`src/rtl/sprite_pkg.sv`:
```
// sprite_pkg: screen geometry, colour type, chroma key and blitter state shared by sprite blitters
package sprite_pkg;
    localparam int SCREEN_W  = 640;
    localparam int SCREEN_H  = 480;
    localparam int FB_ADDR_W = 19;
    typedef logic [23:0] rgb24_t;
    localparam rgb24_t KEY_COLOR = 24'h00ff00;
    typedef enum logic [2:0] {IDLE, FETCH, CHECK, WRITE, DONE} blit_state_e;
endpackage

```
`src/rtl/sprite_raster_ctr.sv`:
```
// sprite_raster_ctr: raster-order col/row/ROM-address walker for a WxH sprite
module sprite_raster_ctr #(
    parameter int W = 40,
    parameter int H = 54,
    localparam int CW = $clog2(W),
    localparam int RW = $clog2(H),
    localparam int AW = $clog2(W * H)
) (
    input  logic          clk,
    input  logic          rst_n,
    input  logic          i_clr,
    input  logic          i_adv,
    output logic [CW-1:0] o_col,
    output logic [RW-1:0] o_row,
    output logic [AW-1:0] o_addr,
    output logic          o_last
);
    logic [CW-1:0] r_col;
    logic [RW-1:0] r_row;
    logic [AW-1:0] r_addr;
    logic          w_col_end;
    assign w_col_end = r_col == CW'(W - 1);
    assign o_last    = w_col_end && r_row == RW'(H - 1);
    assign o_col     = r_col;
    assign o_row     = r_row;
    assign o_addr    = r_addr;
    // the walker parks on the last pixel so the address never runs past the ROM
    always_ff @(posedge clk or negedge rst_n) begin
        if (!rst_n) begin
            r_col  <= '0;
            r_row  <= '0;
            r_addr <= '0;
        end else if (i_clr) begin
            r_col  <= '0;
            r_row  <= '0;
            r_addr <= '0;
        end else if (i_adv && !o_last) begin
            r_col  <= w_col_end ? '0 : r_col + 1'b1;
            r_row  <= w_col_end ? r_row + 1'b1 : r_row;
            r_addr <= r_addr + 1'b1;
        end
    end
endmodule

```
`src/rtl/cone_blitter.sv`:
```
// cone_blitter: reads the cone sprite ROM in raster order and writes opaque,
// on-screen pixels to the framebuffer with ready backpressure
module cone_blitter
    import sprite_pkg::*;
#(
    parameter int SPR_W = 40,
    parameter int SPR_H = 54
) (
    input  logic                 Clk,
    input  logic                 Reset_n,
    input  logic                 start,
    input  logic [9:0]           x0,
    input  logic [9:0]           y0,
    output logic                 busy,
    output logic                 done,
    output logic [11:0]          rom_addr,
    input  rgb24_t               rom_data,
    output logic                 fb_we,
    output logic [FB_ADDR_W-1:0] fb_addr,
    output rgb24_t               fb_data,
    input  logic                 fb_ready
);
    localparam int CW = $clog2(SPR_W);
    localparam int RW = $clog2(SPR_H);
    blit_state_e          r_state, w_next;
    logic [9:0]           r_x0, r_y0;
    logic [FB_ADDR_W-1:0] r_fb_addr;
    rgb24_t               r_fb_data;
    logic [CW-1:0]        w_col;
    logic [RW-1:0]        w_row;
    logic [10:0]          w_sx, w_sy;
    logic                 w_start, w_opaque, w_adv, w_last;
    assign w_start  = r_state == IDLE && start;
    assign w_sx     = {1'b0, r_x0} + 11'(w_col);
    assign w_sy     = {1'b0, r_y0} + 11'(w_row);
    assign w_opaque = rom_data != KEY_COLOR && w_sx < 11'(SCREEN_W) && w_sy < 11'(SCREEN_H);
    assign w_adv    = (r_state == CHECK && !w_opaque) || (r_state == WRITE && fb_ready);
    assign busy     = r_state != IDLE;
    assign done     = r_state == DONE;
    assign fb_we    = r_state == WRITE;
    assign fb_addr  = r_fb_addr;
    assign fb_data  = r_fb_data;
    sprite_raster_ctr #(.W(SPR_W), .H(SPR_H)) u_raster (
        .clk    (Clk),
        .rst_n  (Reset_n),
        .i_clr  (w_start),
        .i_adv  (w_adv),
        .o_col  (w_col),
        .o_row  (w_row),
        .o_addr (rom_addr),
        .o_last (w_last)
    );
    always_ff @(posedge Clk or negedge Reset_n) begin
        if (!Reset_n) r_state <= IDLE;
        else          r_state <= w_next;
    end
    always_comb begin
        w_next = r_state;
        case (r_state)
            IDLE:    w_next = start ? FETCH : IDLE;
            FETCH:   w_next = CHECK;
            CHECK:   w_next = w_opaque ? WRITE : (w_last ? DONE : FETCH);
            WRITE:   w_next = !fb_ready ? WRITE : (w_last ? DONE : FETCH);
            DONE:    w_next = IDLE;
            default: w_next = IDLE;
        endcase
    end
    // origin is captured once so mid-blit x0/y0 changes cannot shear the sprite
    always_ff @(posedge Clk or negedge Reset_n) begin
        if (!Reset_n) begin
            r_x0      <= '0;
            r_y0      <= '0;
            r_fb_addr <= '0;
            r_fb_data <= '0;
        end else begin
            if (w_start) begin
                r_x0 <= x0;
                r_y0 <= y0;
            end
            if (r_state == CHECK && w_opaque) begin
                r_fb_addr <= FB_ADDR_W'(w_sy) * FB_ADDR_W'(SCREEN_W) + FB_ADDR_W'(w_sx);
                r_fb_data <= rom_data;
            end
        end
    end
endmodule
```
`config.mk`:
```
export PLATFORM = sky130hd
export DESIGN_NAME = cone_blitter
export DESIGN_NICKNAME = d
export VERILOG_FILES = /design/src/rtl/sprite_pkg.sv /design/src/rtl/sprite_raster_ctr.sv /design/src/rtl/cone_blitter.sv
export SDC_FILE = /design/constraint.sdc
export NUM_CORES = 1
export LEC_CHECK = 0
export CAP_MARGIN = 10
export CORE_MARGIN = 2
export CORE_UTILIZATION = 50
export DETAILED_ROUTE_END_ITERATION = 16
export PLACE_DENSITY_LB_ADDON = 0.05
export SLEW_MARGIN = 20
export SYNTH_ARGS = -nofsm -noshare
export SYNTH_HDL_FRONTEND = slang
export SYNTH_SLANG_ARGS = --single-unit
```
`constraint.sdc`:
```
create_clock -name Clk -period 4.8 [get_ports Clk]
set_input_delay 1.2 -clock Clk [delete_from_list [all_inputs] [get_ports Clk]]
set_output_delay 1.2 -clock Clk [all_outputs]
set_load 0.01 [all_outputs]
```
* After elaboration in Yosys (flattened, before gate mapping)
Cells that the tools add are included.
Operators by class: add/sub/neg operators 6, multipliers 1, $lt $le $gt $ge 2, equality and inequality tests 7, multiplexer cells 13, reductions and logical operators 16
Operator list (number):
- $mux W6 | 6
- $mux W12 | 2
- $ne A24 B16 Y1 const B | 1
- $add A10 B6 Y11 | 2
- $add A19 B11 Y19 | 1
- $add A12 B1 Y12 const B | 1
- $add A6 B1 Y6 const B | 2
- $eq A6 B6 Y1 const B | 2
- $mul A11 B3 Y12 const B | 1
- $pmux W3 S4 | 1
- $lt A11 B10 Y1 const B | 1
- $lt A11 B9 Y1 const B | 1
- $mux W3 | 3
- $logic_and A1 B1 Y1 | 8
- $eq A3 B2 Y1 const B | 2
- $reduce_bool A2 Y1 | 2
- $eq A3 B1 Y1 const B | 1
- $eq A3 B3 Y1 const B | 1
- $logic_not A3 Y1 | 1
- $reduce_bool A3 Y1 | 1
- $logic_not A1 Y1 | 2
- $reduce_and A2 Y1 | 1
- $logic_or A1 B1 Y1 | 1
- $mux W1 | 1
Word-level totals: register bits 90, bits of input ports 48, output and inout bits 58, word-level logic and storage cells 53

* Depth between registers and ports, before layout
Gate-level depths: netlist (run 1).
word-level depth 10, depth in mapped cells 16, depth with buffers taken out 16

* Cells and area by module
A second synthesis (run 1) with hierarchy kept.
Second synthesis, totals: cell total of the unflattened synthesis 502, area total of the unflattened synthesis 5570.3 um2
By module, submodules not included:
- cone_blitter | instances 1, cells an instance 364, area an instance 4242.8 um2, sequential area each 1651.6 um2
- sprite_raster_ctr | instances 1, cells an instance 138, area an instance 1327.5 um2, sequential area each 600.6 um2

* Least setup slack after synthesis (run 1)
OpenSTA, ideal clock, no wires.
path type reg-to-reg, start point reg u_raster.r_row[0] (netlist: u_raster.o_row[0]), end point reg r_fb_addr[18] (netlist: fb_addr[18]), setup time 0.125 ns, data arrival time 3.890 ns, required time 4.675 ns, slack 0.786 ns, stages on the path, launching flop included 16, path buffers 1, period minus slack after synthesis 4.014 ns, cells stage by stage dfrtp_1 ha_1 fa_1 a21oi_2 nor3_1 or4_1 buf_2 xor2_1 ha_1 o21a_1 a211o_1 a211oi_1 nand4_1 nor4_1 xnor2_1 mux2_2
Between the ends: cells in the longest elaborated chain, start to end 4, elaborated cells on any way between the ends 6, those cells by class add/sub: 2; mul: 1; order compare: 1; reduce/logical: 2
Ends and longest elaborated chain:
- start: declaration | RTL line sprite_raster_ctr.sv:19 | logic [RW-1:0] r_row;
- start signal: assignment | RTL line sprite_raster_ctr.sv:39 | r_row <= w_col_end ? r_row + 1'b1 : r_row;
- $add A10 B6 Y11 (*) | RTL line cone_blitter.sv:35 | assign w_sy = {1'b0, r_y0} + 11'(w_row);
- parallel branches: the longest is 3 deep, another holds $add A19 B11 Y19
- end signal: assignment | RTL line cone_blitter.sv:81 | r_fb_addr <= FB_ADDR_W'(w_sy) * FB_ADDR_W'(SCREEN_W) + FB_ADDR_W'(w_sx);
- end: declaration | RTL line cone_blitter.sv:27 | logic [FB_ADDR_W-1:0] r_fb_addr;
Every way passes the cells marked *. A chain may end at the register's enable or synchronous reset.

* Worst setup path in the final report (run 1)
Ends and elaborated chain as after synthesis.

==> impl_metrics.toml, run 1 <==
[floorplan]
die_w_um = 109
rows = 38
dieArea_um2 = 11900
core-area_um2 = 10800
ioPinCount = 106
die_h_um = 109
start_util = 0.510

[yosys]
synth.avg_cell_area_um2 = 9.92
synthArstFlopShare = 1.00
synth_edf_count = 0
synthCells = 555
yosys_most_used_dff = "dfrtp_1"
synth_area_um2 = 5500
ys_seq_elements = 90
yosysSeqAreaShare = 0.409
synth_warnings = 0
syn_nets = 643
ys_types = 64

[finish]
fin_cells = 800
diodes = 0
final_common_cell = "clkdlybuf4s50_1"
final_cell_mix = "clkdlybuf4s50_1 (104), dfrtp_1 (90), nand2_1 (88)"
layout-drive-gt1-share = 0.0576
fin_nets = 743
postLayoutCellArea_um2 = 6830
area_delta_synth_final_pct = 24.1

[detailed_routing]
drtIter0Drc = 241
wl_per_cell_um = 16.2
ant_nets = 0
vias = 4534
wl_um = 13000
drc = 0
first_pass_iters = 4
routed_via_density = 5.67

[setup_path]
start_kind = "register"
critPathSlowestCell = "or4_1"
crit_type = "reg2reg"
path_cells = "ha_1 -> fa_1 -> a21oi_2 -> nor3_1 -> or4_1 -> xor2_1 -> ha_1 -> o21a_1 -> a211o_1 -> a211oi_1 -> nand4_1 -> nor4_1 -> xnor2_1 -> mux2_2"
worstPathMaxFanout = 6
cpMostUsedCell = "ha_1"
worst_setup_path_end_kind = "register"
path_buf_inv = 0
crit_family = "simple AND/OR/NAND/NOR gates"
cp_data_required_time_ns = 5.06
slowest_delay_ns = 0.60
worstPathArrival_ns = 4.64

[placement]
dpl_cell_area_um2 = 6640
placement.io_buffers = 105
dpl.hpwl_um = 9620
pre_cts_slack_ns = 0.438
dp.cells = 784
gp_congestion = 0.836

[clock_network]
clock_latency_ns = 0.38
tritoncts = "yes"
path_clk_slew_ns = 0.09
cts_resized = 0
clockBufferDepth = 2
cts_setup_buffers = 0
clock_sinks = 90
cts_hold_buf = 0
numCtsBuffers = 9
cts-root-buf = "clkbuf_8"
cts_max_level = 3

[timing]
fin_crit_sh = 0.911
period_needed_ns = 4.37
worstMarginPinSlew_ns = 0.868
slew_viol_final = 0
setup_violations = 0
grt_setup_unrepaired = "no"
hold_ws_ns = 0.488
setup_tns_ns = 0
slew_headroom = 0.421
fin_ws_ns = 0.427
worst_clock_skew_ns = 0.0131
hold_violations = 0
fmax_mhz = 229

[job]
maxCapViolations = 0

[grt]
grt_pass1_wl_um = 21200
antenna_found_initial = 0
top_usage_layer = "met2"
met2_usage = 0.388
grt_pass1_vias = 4378
grt_use_met3 = 0.0544
grt.total_usage = 0.229
grt_remaining_overflow = 0
grt_max_degree = 69
grt_use_met1 = 0.297

[pwr]
powerDensity_nw_per_um2 = 657
ir_drop_v = 0.000460
leakage_nw = 3.04

[hold_path]
hold_path_class = "reg2reg"

[outcome]
status = "finished, final reports clean"
[cell usage after synthesis (3+ instances only)]
| library cell | n | share of area |
|---|---|---|
| a211o_1 | 3 | 0.0048 |
| a211oi_1 | 10 | 0.014 |
| a21o_1 | 8 | 0.011 |
| a21oi_1 | 32 | 0.029 |
| and2_1 | 7 | 0.0080 |
| and3_1 | 10 | 0.011 |
| buf_4 | 3 | 0.0041 |
| buf_6 | 4 | 0.0082 |
| clkbuf_1 | 12 | 0.0082 |
| dfrtp_1 | 90 | 0.41 |
| fa_1 | 4 | 0.015 |
| ha_1 | 36 | 0.082 |
| inv_1 | 11 | 0.0075 |
| mux2_1 | 35 | 0.072 |
| mux2i_1 | 8 | 0.015 |
| nand2_1 | 88 | 0.060 |
| nand2b_1 | 7 | 0.0080 |
| nand3_1 | 16 | 0.015 |
| nand4_1 | 5 | 0.0057 |
| nor2_1 | 24 | 0.016 |
| nor2b_1 | 4 | 0.0045 |
| nor3_1 | 7 | 0.0064 |
| nor3b_1 | 3 | 0.0041 |
| nor4_1 | 3 | 0.0034 |
| o211ai_1 | 5 | 0.0068 |
| o21a_1 | 4 | 0.0055 |
| o21ai_0 | 22 | 0.020 |
| o31ai_1 | 10 | 0.014 |
| or2_2 | 3 | 0.0034 |
| or4_1 | 11 | 0.015 |
| xnor2_1 | 17 | 0.027 |
| xor2_1 | 10 | 0.016 |
[sequential cells by signal, indices dropped and copies added, names as in the netlist]
register         cells
r_x0                10
fb_data             24
u_raster.o_addr     12
r_state              3
u_raster.o_col       6
u_raster.o_row       6
r_y0                10
fb_addr             19
[per-stage QoR]
stage                     total power [mW]   util
after floorplan                       3.12      -
after global placement                3.96  0.615
after detailed placement              4.00  0.615
after CTS                             4.53  0.633
after global routing                  4.88  0.633
final                                 4.49  0.633
[path summary, 6_finish.rpt]
check / startpoint / end / slack [ns] / cells after the start
max reg2reg: u_raster.o_row[0] / fb_addr[18] / 0.43 / 14
max in group asynchronous: Reset_n / r_state[1] / 3.05 / 2
min: r_x0[0] / r_x0[0] / 0.49 / 2
max: u_raster.o_row[0] / fb_addr[18] / 0.43 / 14
min reg2reg: r_x0[0] / r_x0[0] / 0.49 / 2
min in group asynchronous: Reset_n / fb_addr[14] / 0.92 / 1
[where the power goes]
part	switching [mW]	internal (mW)
Clock	0.291	0.208
Sequential	0.243	1.06
Combinational	1.41	1.27
Total	1.94	2.54
[layout make-up]
class | count | area [µm²]
sequential | 90 | 2250
fill | 936 | 3960
multi-input combinational | 433 | 3090
inverter | 11 | 41.3
timing repair buffer | 110 | 1090
tap | 140 | 175
clock buffer | 10 | 138
clock inverter | 6 | 48.8
[kinds of logic (layout without fill, tap and decap cells)]
family	after synthesis	in the layout	share of synthesized area
compound gates	116	116	0.142
mux	45	45	0.0902
xor+xnor	27	27	0.0430
flops	90	90	0.409
buf+inv	32	137	0.0298
fa+ha+maj	40	40	0.0964
simple gates	205	205	0.189
[layer usage]
| metal | wire (µm) | up-vias |
|---|---|---|
| met5 | 0 | - |
| met4 | 170 | 0 |
| met3 | 492 | 13 |
| met2 | 6460 | 91 |
| met1 | 5870 | 2218 |
| li1 | - | 2212 |
[worst min-delay path, stage by stage, from the launching register on]
cell,delay (ns)
dfrtp_1,0.36
nand2_1,0.05
nand2_1,0.05
Note: power is estimated with default switching activity, not from simulation.
==> inputs of run 2 (changes only) <==
CELL_PAD_IN_SITES_DETAIL_PLACEMENT = 0   (was unset)
CELL_PAD_IN_SITES_GLOBAL_PLACEMENT = 2   (was unset)
CORE_UTILIZATION = 33   (was 50)
==> run 2 against run 1 <==
  * Sequential power hardly changed
  * Non-clock buffer count stayed put
  * Clock skew is 0.0080 ns lower
  * Die area is 49% higher
  * Fmax is 0.27% higher
  * Combinational power hardly changed
  * Via count is 0.79% lower
  * Hold slack worse by 0.0021 ns
  * Power is 4.9% higher
  * Highest routed layer unchanged
  * Sequential share of layout area is 0.97 points lower
  * Design area is 3.0% higher
==> impl_metrics.toml, run 2 (synthesis results as in run 1) <==
[setup_path]
crit_type = "reg2reg"
start_kind = "register"
r2r_cells = 14
critPathSlowestCell = "or4_1"
crit_family = "simple AND/OR/NAND/NOR gates"
worst_setup_path_end_kind = "register"
cp_data_required_time_ns = 5.03
r2r-start = "u_raster.o_row[0]"
worstPathMaxFanout = 6
cpMostUsedCell = "ha_1"
worstPathArrival_ns = 4.60
path_buf_inv = 0
path_cells = "ha_1 -> fa_1 -> a21oi_2 -> nor3_1 -> or4_1 -> xor2_1 -> ha_1 -> o21a_1 -> a211o_1 -> a211oi_1 -> nand4_1 -> nor4_1 -> xnor2_1 -> mux2_2"
cp.depth = 14
worstSetupStartpoint = "u_raster.o_row[0]"
slowest_delay_ns = 0.60

[pwr]
switchingPower_mw = 2.01
p_seq_frac = 0.278
p_comb_frac = 0.576
ir_drop_v = 0.000261
p_clk_frac = 0.145
cell_internal_pwr_mw = 2.70
finalPower_mw = 4.71
switching_share = 0.427
powerDensity_nw_per_um2 = 669
leakage_nw = 3.08

[floorplan]
die_h_um = 133
core-area_um2 = 16500
dieArea_um2 = 17700
rows = 47
die_w_um = 133
start_util = 0.334
ioPinCount = 106

[grt]
grt_remaining_overflow = 0
grt_max_degree = 70
grt_pass1_vias = 4523
grt_pass1_wl_um = 23700
antenna_found_initial = 0
grt.total_usage = 0.170

[timing]
setup_tns_ns = 0
fmax_mhz = 229
period_needed_ns = 4.36
grt_setup_unrepaired = "no"
slew_viol_final = 0
hold_ws_ns = 0.486
setup_violations = 0
worstMarginPinSlew_ns = 0.900
slew_headroom = 0.400
hold_violations = 0
fin_crit_sh = 0.909
worst_clock_skew_ns = 0.00510

[finish]
fillers = 1628
fin_nets = 743
area_delta_synth_final_pct = 27.8
largest_register_ffs = 24
diodes = 0
layout-drive-gt1-share = 0.0576
fin_util = 0.427
final_common_cell = "clkdlybuf4s50_1"
final_cell_mix = "clkdlybuf4s50_1 (104), dfrtp_1 (90), nand2_1 (87)"

[placement]
gp_congestion = 0.782
dpl.hpwl_um = 10700
placement.io_buffers = 105

[clock_network]
clock_latency_ns = 0.35
cts_hold_buf = 0
clockBufferDepth = 2
tritoncts = "yes"
numCtsBuffers = 9
cts_setup_buffers = 0
cts-root-buf = "clkbuf_16"
clock_sinks = 90
cts_resized = 0
cts_max_level = 3
path_clk_slew_ns = 0.07

[detailed_routing]
first_pass_iters = 4
ant_nets = 0
wl_per_cell_um = 16.4
drtIter0Drc = 222
wl_um = 14500
routed_via_density = 5.11
vias = 4498
drc = 0

[outcome]
status = "finished, final reports clean"

[hold_path]
hold_path_class = "reg2reg"
min-delay-start = "fb_data[5]"
hold_depth = 1

[job]
maxCapViolations = 0
run 2: cell types whose count changed in the layout (fill, tap and decap cells not counted), sizes merged:
| cell | change |
|---|---|
| clkinv | +1 |
| clkinvlp | -1 |
run 2: per-layer routing:
| metal | share of wire | GRT usage | wire length, µm |
|---|---|---|---|
| met2 | 0.49 | 0.279 | 7090 |
| met5 | 0 | 0 | 0 |
| met3 | 0.031 | 0.0403 | 449 |
| met1 | 0.46 | 0.223 | 6640 |
| met4 | 0.020 | 0.0502 | 285 |
run 2: per-stage QoR:
step                      area, µm²  cells  setup slack [ns]
after floorplan                5500    555             0.786
after CTS                      7030    880             0.413
after global placement         6760    864             0.529
final                          7040    880             0.439
after detailed placement       6760    864             0.444
after global routing           7040    880             0.117
run 2: path summary, 6_finish.rpt:
kind / slack (ns) / end
worst max-delay path: 0.44 / fb_addr[18]
worst min-delay path: 0.49 / fb_data[5]
worst max register to register: 0.44 / fb_addr[18]
worst min register to register: 0.49 / fb_data[5]
max in group asynchronous: 2.95 / r_x0[8]
min in group asynchronous: 0.97 / fb_data[13]
run 2: area by class of cell:
| type | count | area, µm² | share of cell area |
|---|---|---|---|
| tap | 220 | 275 | 0.0391 |
| clock inverter | 6 | 50.0 | 0.00711 |
| sequential | 90 | 2250 | 0.320 |
| timing repair buffer | 110 | 1100 | 0.156 |
| inverter | 11 | 41.3 | 0.00587 |
| multi-input combinational | 433 | 3090 | 0.439 |
| clock buffer | 10 | 229 | 0.0325 |
run 2: worst reg2reg max path: stages, from the launching register on:
cell and delay (ns):
dfrtp_1 0.44, ha_1 0.25, fa_1 0.42, a21oi_2 0.24
nor3_1 0.08, or4_1 0.60, xor2_1 0.20, ha_1 0.35
o21a_1 0.16, a211o_1 0.30, a211oi_1 0.33, nand4_1 0.21
nor4_1 0.28, xnor2_1 0.12, mux2_2 0.27
run 2: power groups by stage:
stage / clock network (mW) / logic, mW / registers [mW]
global route: 0.744 / 3.05 / 1.36
floorplan: 0 / 1.77 / 1.35
finish: 0.684 / 2.71 / 1.31
detailed placement: 0 / 2.75 / 1.32
global placement: 0 / 2.76 / 1.32
CTS: 0.710 / 2.77 / 1.32
